===== src/rtl/sprite_motion_ctrl.sv =====
// Sprite position generator: a tick divider plus one motion unit per screen
// axis (wrap / clamp / bounce / freeze). Positions are the sprite's top-left.

// One axis of motion. Holds the axis position and bounce direction and moves
// them on each update strobe. hit_req is the combinational wall/clamp flag for
// the pending update; the top registers it.
module sprite_axis #(
    parameter int W     = 12,
    parameter int MAX   = 775,
    parameter int START = 0
) (
    input  logic         clock,
    input  logic         reset,
    input  logic         upd,
    input  logic         inc,
    input  logic         dec,
    input  logic [1:0]   mode,
    input  logic [2:0]   speed,
    output logic [W-1:0] pos,
    output logic         dir,
    output logic         hit_req
);
    localparam logic signed [15:0] MX = 16'(MAX);

    logic signed [15:0] p, s, step, t, n;
    logic               mv, d;

    assign p  = $signed({{(16-W){1'b0}}, pos});
    assign s  = $signed({13'b0, speed});
    assign mv = inc ^ dec;

    // Next position/dir/hit for this axis; 16-bit signed so no step can truncate.
    always_comb begin
        step    = mv ? (inc ? s : -s) : 16'sd0;
        t       = p;
        n       = p;
        d       = dir;
        hit_req = 1'b0;
        case (mode)
            2'd0: begin
                t = p + step;
                if (t > MX)           n = t - (MX + 16'sd1);
                else if (t < 16'sd0)  n = t + (MX + 16'sd1);
                else                  n = t;
            end
            2'd1: begin
                t = p + step;
                if (t > MX)           n = MX;
                else if (t < 16'sd0)  n = 16'sd0;
                else                  n = t;
                hit_req = (t > MX) || (t < 16'sd0);
            end
            2'd2: begin
                // a single pressed button steers the bounce before it moves
                if (mv) d = dec;
                t = d ? (p - s) : (p + s);
                if (t > MX) begin
                    n       = 16'sd2 * MX - t;
                    d       = ~d;
                    hit_req = 1'b1;
                end else if (t < 16'sd0) begin
                    n       = -t;
                    d       = ~d;
                    hit_req = 1'b1;
                end else begin
                    n = t;
                end
            end
            default: ;
        endcase
    end

    // Position/dir register, only moves on the update strobe.
    always_ff @(posedge clock) begin
        if (reset) begin
            pos <= W'(START);
            dir <= 1'b0;
        end else if (upd) begin
            pos <= n[W-1:0];
            dir <= d;
        end
    end
endmodule

module sprite_motion_ctrl #(
    parameter int HOR_FIELD = 800,
    parameter int VER_FIELD = 600,
    parameter int SIZE      = 25,
    parameter int TICK_DIV  = 1048576,
    parameter int START_H   = 0,
    parameter int START_V   = 0
) (
    input  logic        clock,
    input  logic        reset,
    input  logic [3:0]  control,
    input  logic [1:0]  mode,
    input  logic [2:0]  speed,
    output logic [11:0] hor_pos,
    output logic [10:0] ver_pos,
    output logic        dir_h,
    output logic        dir_v,
    output logic        tick,
    output logic        hit
);
    localparam int HMAX = HOR_FIELD - SIZE;
    localparam int VMAX = VER_FIELD - SIZE;
    localparam int CW   = $clog2(TICK_DIV);
    localparam logic [CW-1:0] CLAST = CW'(TICK_DIV - 1);

    logic [CW-1:0] counter;
    logic          hit_h, hit_v;

    // Free-running divider; tick is the registered terminal-count strobe.
    always_ff @(posedge clock) begin
        if (reset) begin
            counter <= '0;
            tick    <= 1'b0;
        end else begin
            counter <= (counter == CLAST) ? '0 : counter + 1'b1;
            tick    <= (counter == CLAST);
        end
    end

    // x axis: right = +x, left = -x
    sprite_axis #(.W(12), .MAX(HMAX), .START(START_H)) u_ax_h (
        .clock(clock), .reset(reset), .upd(tick),
        .inc(control[3]), .dec(control[1]),
        .mode(mode), .speed(speed),
        .pos(hor_pos), .dir(dir_h), .hit_req(hit_h)
    );

    // y axis: down = +y, up = -y
    sprite_axis #(.W(11), .MAX(VMAX), .START(START_V)) u_ax_v (
        .clock(clock), .reset(reset), .upd(tick),
        .inc(control[2]), .dec(control[0]),
        .mode(mode), .speed(speed),
        .pos(ver_pos), .dir(dir_v), .hit_req(hit_v)
    );

    // hit is a one-cycle pulse following an update that reflected or clamped.
    always_ff @(posedge clock) begin
        if (reset) hit <= 1'b0;
        else       hit <= tick & (hit_h | hit_v);
    end
endmodule


===== config.mk =====
export PLATFORM = sky130hd
export DESIGN_NAME = sprite_motion_ctrl
export DESIGN_NICKNAME = d
export VERILOG_FILES = /design/src/rtl/sprite_motion_ctrl.sv
export SDC_FILE = /design/constraint.sdc
export NUM_CORES = 1
export LEC_CHECK = 0
export ABC_AREA = 1
export CORE_MARGIN = 3
export CORE_UTILIZATION = 40
export CTS_CLUSTER_SIZE = 8
export DETAILED_ROUTE_END_ITERATION = 10
export DONT_BUFFER_PORTS = 1
export PLACE_DENSITY = 0.65
export SETUP_SLACK_MARGIN = 0.05
export SKIP_LAST_GASP = 1
export SYNTH_ARGS = -nofsm -noshare
export SYNTH_HDL_FRONTEND = slang
export SYNTH_SLANG_ARGS = --single-unit

===== constraint.sdc =====
create_clock -name clock -period 10.2 [get_ports clock]
set_input_delay 1.02 -clock clock [delete_from_list [all_inputs] [get_ports clock]]
set_output_delay 1.02 -clock clock [all_outputs]
set_load 0.005 [all_outputs]

==> impl_metrics.py, run 1 <==
metrics = {
    "detailed_routing": {
        "firstDrtPassIters": 6,
        "wl_per_cell_um": 14.15,
        "drc": 0,
        "wl_met2_um": 9346,
        "num_vias": 7616,
        "ant_nets": 0,
        "met1_length_um": 9499,
        "drtIter0Drc": 623,
        "highest_layer": "met4",
        "met3_length_um": 1350,
        "routed_wl_um": 20750,
        "viasPerCell": 5.195,
    },
    "floorplanning": {
        "rows": 48,
        "fp.dieArea_um2": 19320,
        "ioPinCount": 38,
        "coreArea_um2": 17300,
        "die_w_um": 139.0,
        "start_util": 0.4091,
        "fp.dieH_um": 139.0,
    },
    "logic_synthesis": {
        "syn_area_per_cell_um2": 5.625,
        "ys_seq_area_frac": 0.1330,
        "syn_nets": 1320,
        "synth.distinct_cells": 52,
        "synth-edff-count": 0,
        "synth_ff_type": "dfxtp_1",
        "yosys.area.top_type": "nand2_1",
        "synth_seq_cells": 47,
        "syn_area_um2": 7077,
        "synth.area.top_cells": "nand2_1 20%, dfxtp_1 13%, nand3_1 9.7%",
        "synthCells": 1258,
        "synthArstFlopShare": 0,
        "yosys-top-cells-count": "379 x nand2_1, 163 x inv_1, 137 x nand3_1",
        "yosys_warnings": 0,
        "synth.most_common_cell": "nand2_1",
        "synth_top_area_frac": 0.2010,
    },
    "job": {
        "drv_cap": 0,
    },
    "critical_path": {
        "arrival_ns": 4.73,
        "worst_ep_required_time_ns": 10.39,
        "critical_path_class": "primary input to register",
        "cp_top_family": "simple AND/OR/NAND/NOR gates",
        "path_max_fanout": 11,
        "crit_buf_inv": 5,
        "crit_slowest_cell": "nor2_1",
        "end_kind": "register",
        "crit_path_max_incr_delay_ns": 0.47,
        "startpoint_type": "primary input",
        "crit_top_cell": "nand2_1",
    },
    "cells_and_area": {
        "drive_above_1_share": 0.05802,
        "area_growth_pct": 4.950,
        "diodes": 0,
        "layout.cells.non_filler": 1466,
        "final_nets": 1302,
    },
    "clock_tree": {
        "cts_root_buf": "clkbuf_16",
        "post_cts_resized": 0,
        "cts_setup_buffers": 0,
        "cts_tree": "yes",
        "insertion_delay_ns": 0.30,
        "cts-hold-fix-buffers": 0,
        "cts_buffers": 5,
        "htree_levels": 2,
        "clock_sinks": 47,
        "clkTransAtPathRegs_ns": 0.07,
        "cts_buffer_depth": 2,
    },
    "power_and_ir_drop": {
        "pwr-share-comb": 0.297,
        "p_seq_frac": 0.319,
        "p_total_mw": 0.5789,
        "ir_drop_uv": 67.73,
        "p_per_area_nw_per_um2": 77.95,
        "p_int_mw": 0.3801,
        "power.share.switching": 0.3435,
        "leakagePower_nw": 3.830,
        "power.share.clock": 0.383,
        "switching_power_mw": 0.1988,
    },
    "global_route": {
        "gr-usage-all-layers": 0.2153,
        "antenna_found_initial": 0,
        "grt_start_max_net_pins": 27,
        "grt_pass1_vias": 7127,
        "grt-ovfl-total": 0,
        "grt_pass1_wl_um": 35240,
    },
    "sta": {
        "tns_ns": 0,
        "tightest_slew_ns": 0.8964,
        "relSlewSlack": 0.4017,
        "fin_hold_ws_ns": 0.4523,
        "finalHoldViolCount": 0,
        "rsz0062_at_grt": "false",
        "timing.fmax_mhz": 220.0,
        "period_share": 0.4457,
        "setup-violations-final": 0,
        "slew_violations": 0,
        "finalCriticalPeriod_ns": 4.546,
        "finClkSkew_ns": 0.01035,
        "finalWorstSetupSlack_ns": 5.654,
    },
    "placement": {
        "placed_cells": 1458,
        "port_buffers": 0,
        "hpwlAfterDp_um": 16480,
        "post-place-ws_ns": 5.410,
        "routabilityCongestion": 0.9349,
    },
    "worst_hold_path": {
        "hold_class": "register to register",
    },
    "outcome": {
        "status": "finished, final reports clean",
    },
}
## path summary, 6_finish.rpt
kind                                                  from                          end  slack, ns  cells after the start
worst max-delay path                              speed[1]  u_ax_v.pos[10]$_SDFFE_PP0P_       5.65                     26
worst min-delay path                 counter[0]$_SDFF_PP0_        counter[0]$_SDFF_PP0_       0.45                      1
worst max register to register  u_ax_h.pos[0]$_SDFFE_PP0P_   u_ax_h.pos[5]$_SDFFE_PP0P_       6.55                     19
worst min register to register       counter[0]$_SDFF_PP0_        counter[0]$_SDFF_PP0_       0.45                      1
## logic make-up (layout without fill, tap and decap cells)
family / count (synthesis) / after routing / share of synthesized area
adders and majority gates: 51 / 51 / 0.09654
and+or+nand+nor: 726 / 726 / 0.4539
DFF: 47 / 47 / 0.1330
xor gates and xnor gates: 52 / 52 / 0.06436
buffers and inverters: 207 / 190 / 0.1174
AOI/OAI and AO/OA: 175 / 175 / 0.1349
## cell usage in the layout, fill, tap and decap left out, types with 6 or more instances in the layout
cell	n
inv_1	163
a21oi_1	68
inv_2	12
fa_1	6
nand2_2	19
xnor2_1	14
ha_1	45
dfxtp_1	47
nand3_1	137
nor3_1	14
nor2_1	121
nand2_1	379
o21ai_0	59
xor2_1	38
o21ai_1	22
nand4_1	21
## cell type report
class | count | area, um2
fill | 1901 | 9869
multi-input combinational | 1004 | 5305
sequential | 47 | 940.9
inverter | 178 | 673.1
tap | 225 | 281.5
clock buffer | 5 | 125.1
clock inverter | 3 | 71.32
timing repair buffer | 4 | 30.03
## metal layers
layer,global-route usage,vias up
li1,-,4015
met1,0.2915,3324
met2,0.3554,230
met3,0.03276,47
met4,0.06334,0
met5,0,-
## worst reg2reg max path: cells and delay by family, from the launching register on
family	cells	cell delay [ns]
AND/OR/NAND/NOR	10	1.31
AO/OA/AOI/OAI	4	0.71
adder cells (fa/ha/maj)	2	0.71
flip-flops	1	0.48
XOR/XNOR	1	0.21
buffers and inverters	2	0.15
## power by group through the flow
stage | Sequential (mW) | Clock (mW) | Combinational (mW)
2_1_floorplan | 0.189 | 0 | 0.139
3_3_place_gp | 0.189 | 0 | 0.169
3_5_place_dp | 0.189 | 0 | 0.169
4_1_cts | 0.185 | 0.224 | 0.170
5_1_grt | 0.185 | 0.232 | 0.196
6_report | 0.185 | 0.222 | 0.172
## flip-flops by register name (all words and copies together) (netlist names)
name,flops
u_ax_h.pos,12
u_ax_v.dir,1
tick,1
u_ax_v.pos,11
hit,1
u_ax_h.dir,1
counter,20
## through the flow
stage                     area [um2]  utilization
after global routing            7427       0.4294
final                           7427       0.4294
after global placement          7231       0.4180
after floorplan                 7077            -
after detailed placement        7231       0.4180
after CTS                       7427       0.4294
(Power assumes the default switching activity.)
==> run 2, diff against run 1 <==
clock period = 4.55 ns   (was 10.2 ns; I/O delays follow)
==> impl_metrics.py, run 2 (same netlist as run 1, synthesis figures left out) <==
metrics = {
    "power_and_ir_drop": {
        "p_total_mw": 1.171,
        "leakagePower_nw": 3.808,
        "ir_drop_uv": 127.9,
        "p_per_area_nw_per_um2": 158.7,
    },
    "cells_and_area": {
        "layout.cells.non_filler": 1466,
        "largest_reg_flops": 20,
        "seqCellArea_um2": 940.9,
        "drive_above_1_share": 0.05802,
        "diodes": 0,
        "fin_util": 0.4265,
        "final_nets": 1303,
        "design_area_um2": 7377,
        "multi_input_area_um2": 5305,
        "reg_top3": "counter x20, u_ax_h.pos x12, u_ax_v.pos x11",
        "final_cell_mix": "379 x nand2_1, 163 x inv_1, 137 x nand3_1",
        "fill_cells": 1956,
        "regMostFlops": "counter",
        "final_common_cell": "nand2_1",
        "area_growth_pct": 4.243,
    },
    "worst_hold_path": {
        "hold_class": "primary input to register",
    },
    "global_route": {
        "grt-ovfl-total": 0,
        "gr-usage-all-layers": 0.2139,
        "grt_pass1_wl_um": 34870,
        "grt_start_max_net_pins": 27,
        "grt_pass1_vias": 7102,
        "antenna_found_initial": 0,
    },
    "sta": {
        "finClkSkew_ns": 0.01478,
        "tightest_slew_ns": 0.7936,
        "rsz0062_at_grt": "false",
        "slew_violations": 0,
        "timing.fmax_mhz": 258.0,
        "finalHoldViolCount": 0,
        "setup-violations-final": 0,
        "relSlewSlack": 0.4703,
        "finalCriticalPeriod_ns": 3.876,
        "period_share": 0.8519,
        "tns_ns": 0,
    },
    "job": {
        "drv_cap": 0,
    },
    "clock_tree": {
        "post_cts_resized": 0,
        "cts-hold-fix-buffers": 0,
        "insertion_delay_ns": 0.30,
        "cts_buffer_depth": 2,
        "htree_levels": 2,
        "cts_root_buf": "clkbuf_16",
        "clock_sinks": 47,
        "cts_setup_buffers": 0,
        "cts_buffers": 5,
        "cts_tree": "yes",
        "clkTransAtPathRegs_ns": 0.08,
    },
    "detailed_routing": {
        "drtIter0Drc": 690,
        "firstDrtPassIters": 5,
        "ant_nets": 0,
        "wl_per_cell_um": 14.31,
        "drc": 0,
        "routed_wl_um": 20980,
        "viasPerCell": 5.290,
        "num_vias": 7755,
    },
    "floorplanning": {
        "fp.dieArea_um2": 19320,
        "coreArea_um2": 17300,
        "start_util": 0.4091,
        "rows": 48,
        "die_w_um": 139.0,
        "fp.dieH_um": 139.0,
        "ioPinCount": 38,
    },
    "critical_path": {
        "end_kind": "register",
        "crit_path_max_incr_delay_ns": 0.44,
        "startpoint_type": "primary input",
        "arrival_ns": 4.10,
        "worst_ep_required_time_ns": 4.77,
        "path_max_fanout": 11,
        "crit_top_cell": "nand2_1",
        "crit_slowest_cell": "fa_1",
        "critical_path_class": "primary input to register",
    },
    "outcome": {
        "status": "finished, final reports clean",
    },
    "placement": {
        "placed_cells": 1459,
        "hpwlAfterDp_um": 16690,
        "port_buffers": 0,
        "place_area_um2": 7238,
        "routabilityCongestion": 0.9263,
    },
}
-- run 2: changes by cell type in the layout (fill, tap and decap cells not counted) --
| cell | delta |
|---|---|
| clkinv_4 | +1 |
| bufinv_16 | -2 |
| buf_4 | +1 |
| clkinv_2 | +1 |
| inv_8 | -1 |
-- run 2: area by class of cell --
class,instances,share of cell area
clock buffers,5,0.01696
clock inverters,2,0.001866
inverters,178,0.09125
multi-input cells,1004,0.7191
flip-flops and latches,47,0.1275
well taps,225,0.03816
repair buffers,5,0.005088
-- run 2: power by group --
group / leakage (nW) / switching, mW / internal (mW)
clock network: 0.0696 / 0.169 / 0.201
logic: 3.36 / 0.266 / 0.121
registers: 0.379 / 0.00140 / 0.413
-- run 2: final timing paths --
check / start / endpoint / slack (ns) / cells past startpoint
max reg2reg: u_ax_v.pos[1]$_SDFFE_PP0P_ / u_ax_v.pos[6]$_SDFFE_PP0P_ / 0.90 / 26
max: speed[1] / u_ax_v.pos[6]$_SDFFE_PP0P_ / 0.67 / 30
min: reset / u_ax_h.pos[2]$_SDFFE_PP0P_ / 0.22 / 1
min reg2reg: counter[0]$_SDFF_PP0_ / counter[0]$_SDFF_PP0_ / 0.46 / 1
-- run 2: critical path: cells and delay by family --
family | cells | cell delay (ns)
AO/OA/AOI/OAI | 2 | 0.30
buffers and inverters | 6 | 0.58
adder cells (fa/ha/maj) | 3 | 0.96
AND/OR/NAND/NOR | 19 | 1.79
-- run 2: routing by layer --
layer  up-vias  share of wire  global-route usage
met5         -              0                   0
met4         0          0.034             0.07518
met3        49          0.067             0.03069
met2       242           0.45              0.3544
met1      3467           0.45              0.2847
li1       3997              -                   -
-- run 2: through the flow --
step | setup slack (ns) | hold slack, ns
floorplan | 0.9357 | 0.4175
global placement | 0.5059 | 0.4285
detailed placement | 0.4074 | 0.4490
CTS | 0.7058 | 0.2149
global route | 0.2099 | 0.2154
finish | 0.6737 | 0.2202
